$ cat src/rtl/decoder_pkg.sv
// Shared constants and types for the RV32I OP/OP-IMM decoder and the ALU behind it.
package decoder_pkg;

    localparam logic [6:0] OPC_OP     = 7'b0110011;
    localparam logic [6:0] OPC_OP_IMM = 7'b0010011;

    localparam logic [6:0] F7_BASE = 7'b0000000;
    localparam logic [6:0] F7_ALT  = 7'b0100000;

    typedef enum logic [3:0] {
        AluAdd  = 4'd0,
        AluSub  = 4'd1,
        AluSll  = 4'd2,
        AluSlt  = 4'd3,
        AluSltu = 4'd4,
        AluXor  = 4'd5,
        AluSrl  = 4'd6,
        AluSra  = 4'd7,
        AluOr   = 4'd8,
        AluAnd  = 4'd9
    } alu_op_e;

    // Selects how imm_gen forms the second operand.
    typedef enum logic [1:0] {
        FmtR     = 2'd0,
        FmtI     = 2'd1,
        FmtShamt = 2'd2
    } fmt_e;

endpackage

$ cat src/rtl/decoder_imm_gen.sv
// Combinational immediate generator: sign-extended I-immediate or zero-extended shamt.
module decoder_imm_gen
    import decoder_pkg::*;
#(
    parameter int unsigned XLEN = 32
) (
    input  logic [XLEN-1:0] instr,
    input  fmt_e            fmt,
    output logic [XLEN-1:0] imm
);

    logic unused_bits;
    assign unused_bits = ^instr[19:0];

    always_comb begin
        imm = '0;
        case (fmt)
            FmtI:     imm = {{(XLEN-12){instr[31]}}, instr[31:20]};
            FmtShamt: imm = {{(XLEN-5){1'b0}}, instr[24:20]};
            default:  imm = '0;
        endcase
    end

endmodule

$ cat src/rtl/decoder.sv
// RV32I OP/OP-IMM field decoder with a single registered output stage.
module decoder
    import decoder_pkg::*;
#(
    parameter int unsigned XLEN = 32
) (
    input  logic            clk,
    input  logic            rst_n,
    input  logic [XLEN-1:0] instruction,
    output logic [XLEN-1:0] op1,
    output logic [XLEN-1:0] op2,
    output logic [XLEN-1:0] res,
    output logic [3:0]      alu_op,
    output logic            is_imm,
    output logic            valid
);

    logic [6:0] opcode;
    logic [2:0] funct3;
    logic [6:0] funct7;

    assign opcode = instruction[6:0];
    assign funct3 = instruction[14:12];
    assign funct7 = instruction[31:25];

    fmt_e            fmt;
    alu_op_e         alu_d;
    logic            valid_d;
    logic [XLEN-1:0] imm;
    logic [XLEN-1:0] op1_d;
    logic [XLEN-1:0] op2_d;
    logic [XLEN-1:0] res_d;

    decoder_imm_gen #(
        .XLEN (XLEN)
    ) u_imm_gen (
        .instr (instruction),
        .fmt   (fmt),
        .imm   (imm)
    );

    // X/Z fields fall to the default arms, so unknown encodings decode as unsupported.
    always_comb begin
        fmt     = FmtR;
        alu_d   = AluAdd;
        valid_d = 1'b0;
        case (opcode)
            OPC_OP: begin
                valid_d = 1'b1;
                case ({funct7, funct3})
                    {F7_BASE, 3'd0}: alu_d = AluAdd;
                    {F7_BASE, 3'd1}: alu_d = AluSll;
                    {F7_BASE, 3'd2}: alu_d = AluSlt;
                    {F7_BASE, 3'd3}: alu_d = AluSltu;
                    {F7_BASE, 3'd4}: alu_d = AluXor;
                    {F7_BASE, 3'd5}: alu_d = AluSrl;
                    {F7_BASE, 3'd6}: alu_d = AluOr;
                    {F7_BASE, 3'd7}: alu_d = AluAnd;
                    {F7_ALT,  3'd0}: alu_d = AluSub;
                    {F7_ALT,  3'd5}: alu_d = AluSra;
                    default:         valid_d = 1'b0;
                endcase
            end
            OPC_OP_IMM: begin
                valid_d = 1'b1;
                fmt     = FmtI;
                case ({funct7, funct3})
                    {F7_BASE, 3'd1}: begin alu_d = AluSll; fmt = FmtShamt; end
                    {F7_BASE, 3'd5}: begin alu_d = AluSrl; fmt = FmtShamt; end
                    {F7_ALT,  3'd5}: begin alu_d = AluSra; fmt = FmtShamt; end
                    default: begin
                        case (funct3)
                            3'd0:    alu_d = AluAdd;
                            3'd2:    alu_d = AluSlt;
                            3'd3:    alu_d = AluSltu;
                            3'd4:    alu_d = AluXor;
                            3'd6:    alu_d = AluOr;
                            3'd7:    alu_d = AluAnd;
                            default: valid_d = 1'b0;
                        endcase
                    end
                endcase
            end
            default: valid_d = 1'b0;
        endcase
    end

    always_comb begin
        op1_d = '0;
        op2_d = '0;
        res_d = '0;
        if (valid_d) begin
            op1_d = {{(XLEN-5){1'b0}}, instruction[19:15]};
            res_d = {{(XLEN-5){1'b0}}, instruction[11:7]};
            op2_d = (fmt == FmtR) ? {{(XLEN-5){1'b0}}, instruction[24:20]} : imm;
        end
    end

    always_ff @(posedge clk or negedge rst_n) begin
        if (!rst_n) begin
            op1    <= '0;
            op2    <= '0;
            res    <= '0;
            alu_op <= '0;
            is_imm <= 1'b0;
            valid  <= 1'b0;
        end else begin
            op1    <= op1_d;
            op2    <= op2_d;
            res    <= res_d;
            alu_op <= valid_d ? alu_d : AluAdd;
            is_imm <= valid_d && (fmt != FmtR);
            valid  <= valid_d;
        end
    end

endmodule

$ cat config.mk
export PLATFORM = sky130hd
export DESIGN_NAME = decoder
export DESIGN_NICKNAME = d
export VERILOG_FILES = /design/src/rtl/decoder_pkg.sv /design/src/rtl/decoder_imm_gen.sv /design/src/rtl/decoder.sv
export SDC_FILE = /design/constraint.sdc
export NUM_CORES = 1
export LEC_CHECK = 0
export CORE_ASPECT_RATIO = 0.5
export CORE_MARGIN = 4
export CORE_UTILIZATION = 37
export DETAILED_ROUTE_END_ITERATION = 7
export PLACE_DENSITY = 0.95
export REMOVE_ABC_BUFFERS = 1
export SLEW_MARGIN = 20
export SYNTH_ARGS = -nofsm -noshare
export SYNTH_HDL_FRONTEND = slang
export SYNTH_SLANG_ARGS = --single-unit
export TNS_END_PERCENT = 20
$ cat constraint.sdc
create_clock -name clk -period 2.12 [get_ports clk]
set_clock_uncertainty 0.2 [all_clocks]
set_input_delay 0.636 -clock clk [delete_from_list [all_inputs] [get_ports clk]]
set_output_delay 0.636 -clock clk [all_outputs]
set_load 0.02 [all_outputs]
Yosys cells after proc, flatten, opt, wreduce, memory -nomap -nowiden
Index checks and enable logic that the tools add are counted.
{"block": "classes", "eq_ne": 18, "muxes": 16, "n_reduce_logical": 8}
{"cell": "$mux 32", "count": 2}
{"cell": "$pmux 32 s2", "count": 1}
{"cell": "$eq 10x3->1 const B", "count": 4}
{"cell": "$pmux 4 s9", "count": 1}
{"cell": "$eq 10x2->1 const B", "count": 2}
{"cell": "$eq 10x9->1 const B", "count": 2}
{"cell": "$pmux 4 s5", "count": 1}
{"cell": "$pmux 4 s3", "count": 1}
{"cell": "$eq 10x1->1 const B", "count": 1}
{"cell": "$logic_not 10->1", "count": 1}
{"cell": "$mux 5", "count": 2}
{"cell": "$reduce_or 10->1", "count": 1}
{"cell": "$eq 3x3->1 const B", "count": 3}
{"cell": "$pmux 4 s2", "count": 1}
{"cell": "$eq 7x5->1 const B", "count": 1}
{"cell": "$eq 7x6->1 const B", "count": 1}
{"cell": "$eq 3x2->1 const B", "count": 2}
{"cell": "$reduce_or 6->1", "count": 1}
{"cell": "$mux 2", "count": 2}
{"cell": "$mux 4", "count": 1}
{"cell": "$logic_not 3->1", "count": 1}
{"cell": "$mux 1", "count": 3}
{"cell": "$reduce_or 3->1", "count": 1}
{"cell": "$eq 2x1->1 const B", "count": 1}
{"cell": "5 further kinds", "count": 5}
{"block": "totals", "reg_bits": 102, "in_bits": 34, "output_inout_bits": 102, "wordCells": 48}

Logic depth before layout (Yosys ltp)
Gate-level depths: netlist of run 1.
{"block": "depth", "ltp_word": 8, "depth_mapped": 6, "ltp_nobuf": 4}

By module
A second synthesis of run 1 with hierarchy kept.
{"block": "hier_totals", "hier_cells": 249, "hier_area_um2": 2566.2}
{"mod": "decoder", "instances": 1, "cells_each": 211, "area_per_inst_um2": 2289.7, "seq_area_each_um2": 1201.2}
{"mod": "decoder_imm_gen", "instances": 1, "cells_each": 38, "area_per_inst_um2": 276.5, "seq_area_each_um2": 0.0}

Worst setup path after synthesis of run 1
Ideal clock, no wire load.
{"block": "synth_timing", "path_kind": "input to register", "start": "in instruction[2]", "end": "reg op1[0]", "setup_time_ns": 0.073, "arrival_ns": 1.672, "required_ns": 1.847, "path_slack_ns": 0.175, "cell_stages": 5, "n_path_buf": 1, "cell_sequence": "and4bb_2 -> nand2_2 -> or3_4 -> buf_6 -> a21boi_2"}
{"block": "synth_via", "elab_chain_len": 3, "elab_cells_between_ends": 4, "classes_between": "eq/ne (2); mux (2)"}
{"item": "start: declaration", "line": "decoder.sv:9", "rtl": "input logic [XLEN-1:0] instruction,"}
{"item": "$eq 7x5->1 or $eq 7x6->1 (tied branches)", "line": "decoder.sv:47", "rtl": "case (opcode)"}
{"item": "$pmux 1 s2 *", "line": "decoder.sv:47"}
{"item": "$mux 5 *", "line": "decoder.sv:92", "rtl": "if (valid_d) begin"}
{"item": "net op1_d[0]", "line": "decoder.sv:30", "rtl": "logic [XLEN-1:0] op1_d;"}
{"item": "end signal: assignment", "line": "decoder.sv:108", "rtl": "op1 <= op1_d;"}
{"item": "end: declaration", "line": "decoder.sv:10", "rtl": "output logic [XLEN-1:0] op1,"}
The timed path passes the listed nets; every way through them passes the cells marked *.

Worst setup path in the final report of run 1
{"block": "layout_timing", "start": "reg alu_op[2]", "end": "out alu_op[2]"}
{"item": "start: declaration", "line": "decoder.sv:13", "rtl": "output logic [3:0] alu_op,"}
{"item": "start signal: assignment", "line": "decoder.sv:111", "rtl": "alu_op <= valid_d ? alu_d : AluAdd;"}
No word-level cell between the ends.

==> results of run 1 <==
-- report_power, final --
part | total, uW | internal (uW) | switching [uW]
Sequential | 535 | 535 | 0.433
Clock | 319 | 166 | 153
Combinational | 245 | 91.5 | 153
-- cell type report --
cell class / count / area share, %
Clock buffer: 4 / 2.16
Inverter: 3 / 0.443
Multi-Input combinational cell: 129 / 30.2
Sequential cell: 28 / 27.5
Tap cell: 66 / 3.25
Timing Repair Buffer: 98 / 36.4
-- how the worst max path moves through the flow --
stage,startpoint,endpoint,slack [ns],cells past startpoint
detailed placement,instruction[31],res[0],-0.42,5
floorplan,op2[30],op2[11],-1.50,0
global placement,instruction[31],res[0],-0.30,5
finish,alu_op[2],alu_op[2],0.04,1
global route,instruction[5],alu_op[0],-0.02,5
CTS,instruction[14],res[1],-0.02,5
-- kinds of logic (layout without fill, tap and decap cells) --
group                     after synthesis  after routing  synth area share [%]
buffers and inverters                  83            105                  33.4
and+or+nand+nor                        44             45                  15.2
AOI/OAI and AO/OA                      29             29                  12.0
DFF                                    28             28                  38.8
other                                   1             54                 0.207
xor gates and xnor gates                1              1                 0.485
-- through the flow --
stage	instances	utilization [%]	worst slack, ns	setup TNS, ns
global route	328	55.9	-0.0152	-0.0220
floorplan	159	-	-1.50	-31.60
finish	328	55.9	0.0425	0
CTS	328	55.2	-0.0193	-0.0322
detailed placement	323	53.8	-0.416	-8.02
global placement	323	53.8	-0.303	-5.87
-- cell usage in the layout, fill, tap and decap left out, types with 2 or more instances in the layout --
cell type and count:
and2_1 7, clkbuf_8 4, inv_1 3, buf_4 16
a21oi_1 7, clkdlybuf4s50_1 53, or3b_1 2, conb_1 54
a21boi_2 10, dfrtp_1 28, or3_4 2, nand3_1 3
dlygate4sd2_1 25, dlymetal6s2s_1 3, o21ai_0 3, nand2_1 7
nor2_1 3, nand2b_1 5
-- synthesized netlist by cell type --
cell      count
o22ai_1       1
conb_1        1
a21boi_0      4
or3b_1        2
or3_4         1
nor2b_1       2
a221oi_1      2
nand2_1       7
inv_1         3
nand2b_1      5
nor4_2        1
nand3_1       3
dfrtp_1      28
buf_4        74
buf_6         1
nand4b_1      1
nor2_1        4
a21o_1        1
nor3_1        2
a31oi_1       1
a21oi_1       8
and4bb_2      1
nand2_2       1
and2_2        2
o21ai_0       4
and2_1        7
xor2_1        1
or2_2         1
nor4_1        1
buf_2         5
nor3b_1       1
a21boi_2      8
and2b_2       1
and3_2        1
-- per-layer routing --
layer	global-route usage (%)	vias to the layer above
li1	-	630
met1	14.3	653
met2	27.7	72
met3	2.94	6
met4	3.83	0
met5	0	-
-- registers in the layout (all words and copies together) (netlist names) --
name and flops:
valid 1, op2 12, op1 5, res 5, alu_op 4, is_imm 1
-- timing repair --
item	in CTS	in global routing
resized for setup	32	12
pin swaps	4	3
setup endpoints to repair	40	25
endpoints found under the hold margin	0	0
cloned	1	0
==> results.py, run 1 <==
metrics = {
    "finish": {
        "multi_input_comb_area_um2": 767,
        "post_route_cells_drive_above_1_share_pct": 17.9,
        "finish.net_count": 297,
        "ff_latch_area_um2": 701,
        "synthToLayoutAreaGrowth_pct": 40.7,
        "num_antenna_cells": 0,
        "num-fill-cells": 385,
        "post-route-cell-area_um2": 2540,
    },
    "hold_path": {
        "timing.hold.worst_path_depth": 2,
        "worst_hold_startpoint": "instruction[31]",
        "whs_endpoint": "op2[30]",
        "hold_path.class": "input port to register",
    },
    "global_routing": {
        "antenna_found_initial": 0,
        "overflow": 0,
        "first_pass_grt_wire_length_um": 6760,
        "grt_start_max_net_pins": 29,
        "global_route.usage.total_pct": 13.7,
        "first_global_vias": 1378,
    },
    "power": {
        "ir_drop_worst_vdd_uv": 293,
        "p_leak_uw": 0.00129,
        "cellPowerDensity_nw_per_um2": 432,
        "power.total_uw": 1100,
    },
    "routing": {
        "top_layer_used": "met4",
        "post_drt_via_cell_ratio": 4.15,
        "detailedRoute.firstIterationViolations": 87,
        "dr.pass1.iters": 4,
        "final_wirelength_um": 4640,
        "dr_wl_met3_um": 350,
        "drt-met1-wl_um": 1670,
        "drcViolationCount": 0,
        "post_drt_wl_per_cell_um": 14.1,
        "postRouteAntennaNets": 0,
        "wl_met2_um": 2550,
        "detailroute.via_count": 1361,
    },
    "clocking": {
        "cts_num_sinks": 28,
        "clk_transition_reported_paths_ns": 0.09,
        "numCtsBuffers": 3,
        "clock_tree_from_tritoncts": "yes",
        "cts.htree.levels": 1,
        "setup_fix_bufs_post_cts": 0,
        "cts_hold_repair.buffers": 0,
        "clockBufferDepth": 2,
        "clock_tree.root_cell": "clkbuf_8",
    },
    "timing": {
        "final.min_clock_period_ns": 2.08,
        "worst_hold_slack_after_final_layout_ns": 0.524,
        "finalMaxSlewViolations": 0,
        "rsz0062_at_grt": "true",
        "maxClockFrequency_mhz": 481,
        "final-setup-viol-count": 0,
        "ratio_of_final_minimum_period_to_clock_period_pct": 98.0,
        "finalHoldViolations": 0,
    },
    "synthesis": {
        "post_synth_inst_count": 186,
        "seq_area_frac_synth_pct": 38.8,
        "yosys_warnings": 0,
        "synth.cell_area_um2": 1810,
        "post_synth_main_area_contributors": "dfrtp_1 (39%), buf_4 (31%), a21boi_2 (5.0%), and2_1 (2.4%), a21oi_1 (2.2%)",
        "synth_cell_types": 34,
        "post-synth-top-area-fraction_pct": 38.8,
        "ys_seq_elements": 28,
        "synth.avg_cell_area_um2": 9.72,
        "yosys.area.top_type": "dfrtp_1",
    },
    "die": {
        "die_height_um": 57.4,
        "num_rows": 17,
        "die_area_um2": 6140,
        "core_um2": 4550,
        "chipWidth_um": 107,
        "floorplan.initialDensity_pct": 39.7,
        "io_pins": 136,
    },
    "outcome": {
        "run_status": "finished clean",
    },
    "placement": {
        "detailedPlacementHpwl_um": 3540,
        "post_dp_cell_area_um2": 2450,
        "buffer_ports.inserted": 81,
        "gp_routability_congestion": 0.805,
    },
    "worst_setup_path": {
        "critPathLaunchType": "register",
        "crit_fanout": 1,
        "critical_path.top_delay_family": "buffers and inverters",
        "critPathArrivalTime_ns": 1.24,
        "worst_ep_required_time_ns": 1.28,
        "end_kind": "output port",
        "crit_path_max_cell_delay_ns": 0.63,
        "setup.worst_path.class": "register to output port",
        "critPathBufInv": 1,
        "crit_slowest_cell": "clkdlybuf4s50_1",
        "crit_path_cell_trace": "clkdlybuf4s50_1",
    },
    "run": {
        "timing.max_cap.violations": 0,
    },
}
Note: power is estimated with default switching activity, not from simulation.
==> run 2, diff against run 1 <==
Settings changed: TNS_END_PERCENT 20 to 5.
==> results.py, run 2 (synthesized netlist as in run 1, its figures left out) <==
metrics = {
    "finish": {
        "regMostFlops": "op2",
        "finish.net_count": 297,
        "layout_top_registers": "op2 x12, op1 x5, res x5",
        "most-common-layout-cells": "conb_1 (54), clkdlybuf4s50_1 (53), dfrtp_1 (28), dlygate4sd2_1 (25), buf_4 (16)",
        "num-fill-cells": 381,
        "final_core_occ_pct": 56.0,
        "mostFrequentLayoutCell": "conb_1",
        "synthToLayoutAreaGrowth_pct": 41.1,
        "post_route_cells_drive_above_1_share_pct": 18.3,
        "largest_register_ffs": 12,
        "num_antenna_cells": 0,
    },
    "routing": {
        "drcViolationCount": 0,
        "post_drt_wl_per_cell_um": 14.1,
        "detailedRoute.firstIterationViolations": 94,
        "dr.pass1.iters": 4,
        "final_wirelength_um": 4630,
        "postRouteAntennaNets": 0,
        "detailroute.via_count": 1376,
        "post_drt_via_cell_ratio": 4.20,
    },
    "power": {
        "p_leak_uw": 0.00130,
        "ir_drop_worst_vdd_uv": 292,
        "cellPowerDensity_nw_per_um2": 431,
    },
    "outcome": {
        "run_status": "finished clean",
    },
    "die": {
        "chipWidth_um": 107,
        "core_um2": 4550,
        "num_rows": 17,
        "io_pins": 136,
        "die_height_um": 57.4,
        "floorplan.initialDensity_pct": 39.7,
        "die_area_um2": 6140,
    },
    "clocking": {
        "clockBufferDepth": 2,
        "clock_tree_from_tritoncts": "yes",
        "clk_transition_reported_paths_ns": 0.09,
        "cts_hold_repair.buffers": 0,
        "clock_tree.root_cell": "clkbuf_8",
        "setup_fix_bufs_post_cts": 0,
        "numCtsBuffers": 3,
        "cts.htree.levels": 1,
        "cts_num_sinks": 28,
    },
    "hold_path": {
        "hold_path.class": "input port to register",
    },
    "global_routing": {
        "grt_start_max_net_pins": 29,
        "antenna_found_initial": 0,
        "overflow": 0,
        "first_pass_grt_wire_length_um": 6760,
        "first_global_vias": 1378,
        "global_route.usage.total_pct": 13.7,
    },
    "timing": {
        "maxClockFrequency_mhz": 476,
        "finalMaxSlewViolations": 0,
        "fin_setup_tns_ns": 0,
        "ratio_of_final_minimum_period_to_clock_period_pct": 99.0,
        "final.min_clock_period_ns": 2.10,
        "final-setup-viol-count": 0,
        "finalHoldViolations": 0,
    },
    "worst_setup_path": {
        "critPathArrivalTime_ns": 2.11,
        "end_kind": "register",
        "critPathLaunchType": "input port",
        "setup.worst_path.class": "input port to register",
        "crit_fanout": 6,
        "worst_ep_required_time_ns": 2.13,
    },
    "placement": {
        "gp_routability_congestion": 0.805,
        "buffer_ports.inserted": 81,
        "detailedPlacementHpwl_um": 3540,
    },
    "run": {
        "timing.max_cap.violations": 0,
    },
}
==> run 2: cell counts in the layout (fill, tap and decap cells not counted) <==
Identical to the previous run, type by type.
==> run 2: area by class of cell <==
cell class	count	area, um2	share of cell area, %
repair buffers	98	927	36.3
multi-input cells	129	774	30.4
inverters	3	11.3	0.441
flip-flops and latches	28	701	27.5
clock buffers	4	55.1	2.16
well taps	66	82.6	3.24
==> run 2: path summary, 6_finish.rpt <==
kind	startpoint	end	slack, ns	depth (start not counted)
max	instruction[2]	op2[9]	0.02	7
min	instruction[31]	op2[30]	0.52	2
max in group asynchronous	rst_n	op1[1]	0.92	2
min in group asynchronous	rst_n	op2[30]	0.54	2
==> run 2: metal layers <==
layer,vias to the layer above,global-route usage [%],part of all wire (%)
met4,0,3.83,1.7
met3,8,2.94,7.9
met2,78,27.7,55
met1,660,14.3,35
li1,630,-,-
met5,-,0,0
==> run 2: critical path, stage by stage <==
cell and delay (ns):
clkdlybuf4s50_1 0.40, and4bb_2 0.32, nand2_2 0.09, buf_4 0.17
nor3_2 0.18, buf_4 0.17, and2_1 0.13
==> run 2: power breakdown <==
group | total [uW] | internal (uW) | switching [uW]
sequential | 535 | 535 | 0.432
clock | 318 | 166 | 152
combinational | 247 | 92.7 | 154
==> run 2: what timing repair did <==
item,4_1_cts,5_1_grt
gates cloned,1,0
hold endpoints to repair,0,0
setup endpoints to repair,40,25
pin swaps,4,4
gates resized for setup,32,13
==> run 2: through the flow <==
stage / cell area, um2 / power (uW) / setup WS [ns] / cells / hold slack [ns]
floorplan: 1420 / 666 / -1.50 / 159 / 0.140
global placement: 2450 / 772 / -0.303 / 323 / 0.825
detailed placement: 2450 / 779 / -0.416 / 323 / 0.839
CTS: 2510 / 1100 / -0.0193 / 328 / 0.548
global route: 2550 / 1140 / -0.0490 / 328 / 0.517
finish: 2550 / 1100 / 0.0209 / 328 / 0.519
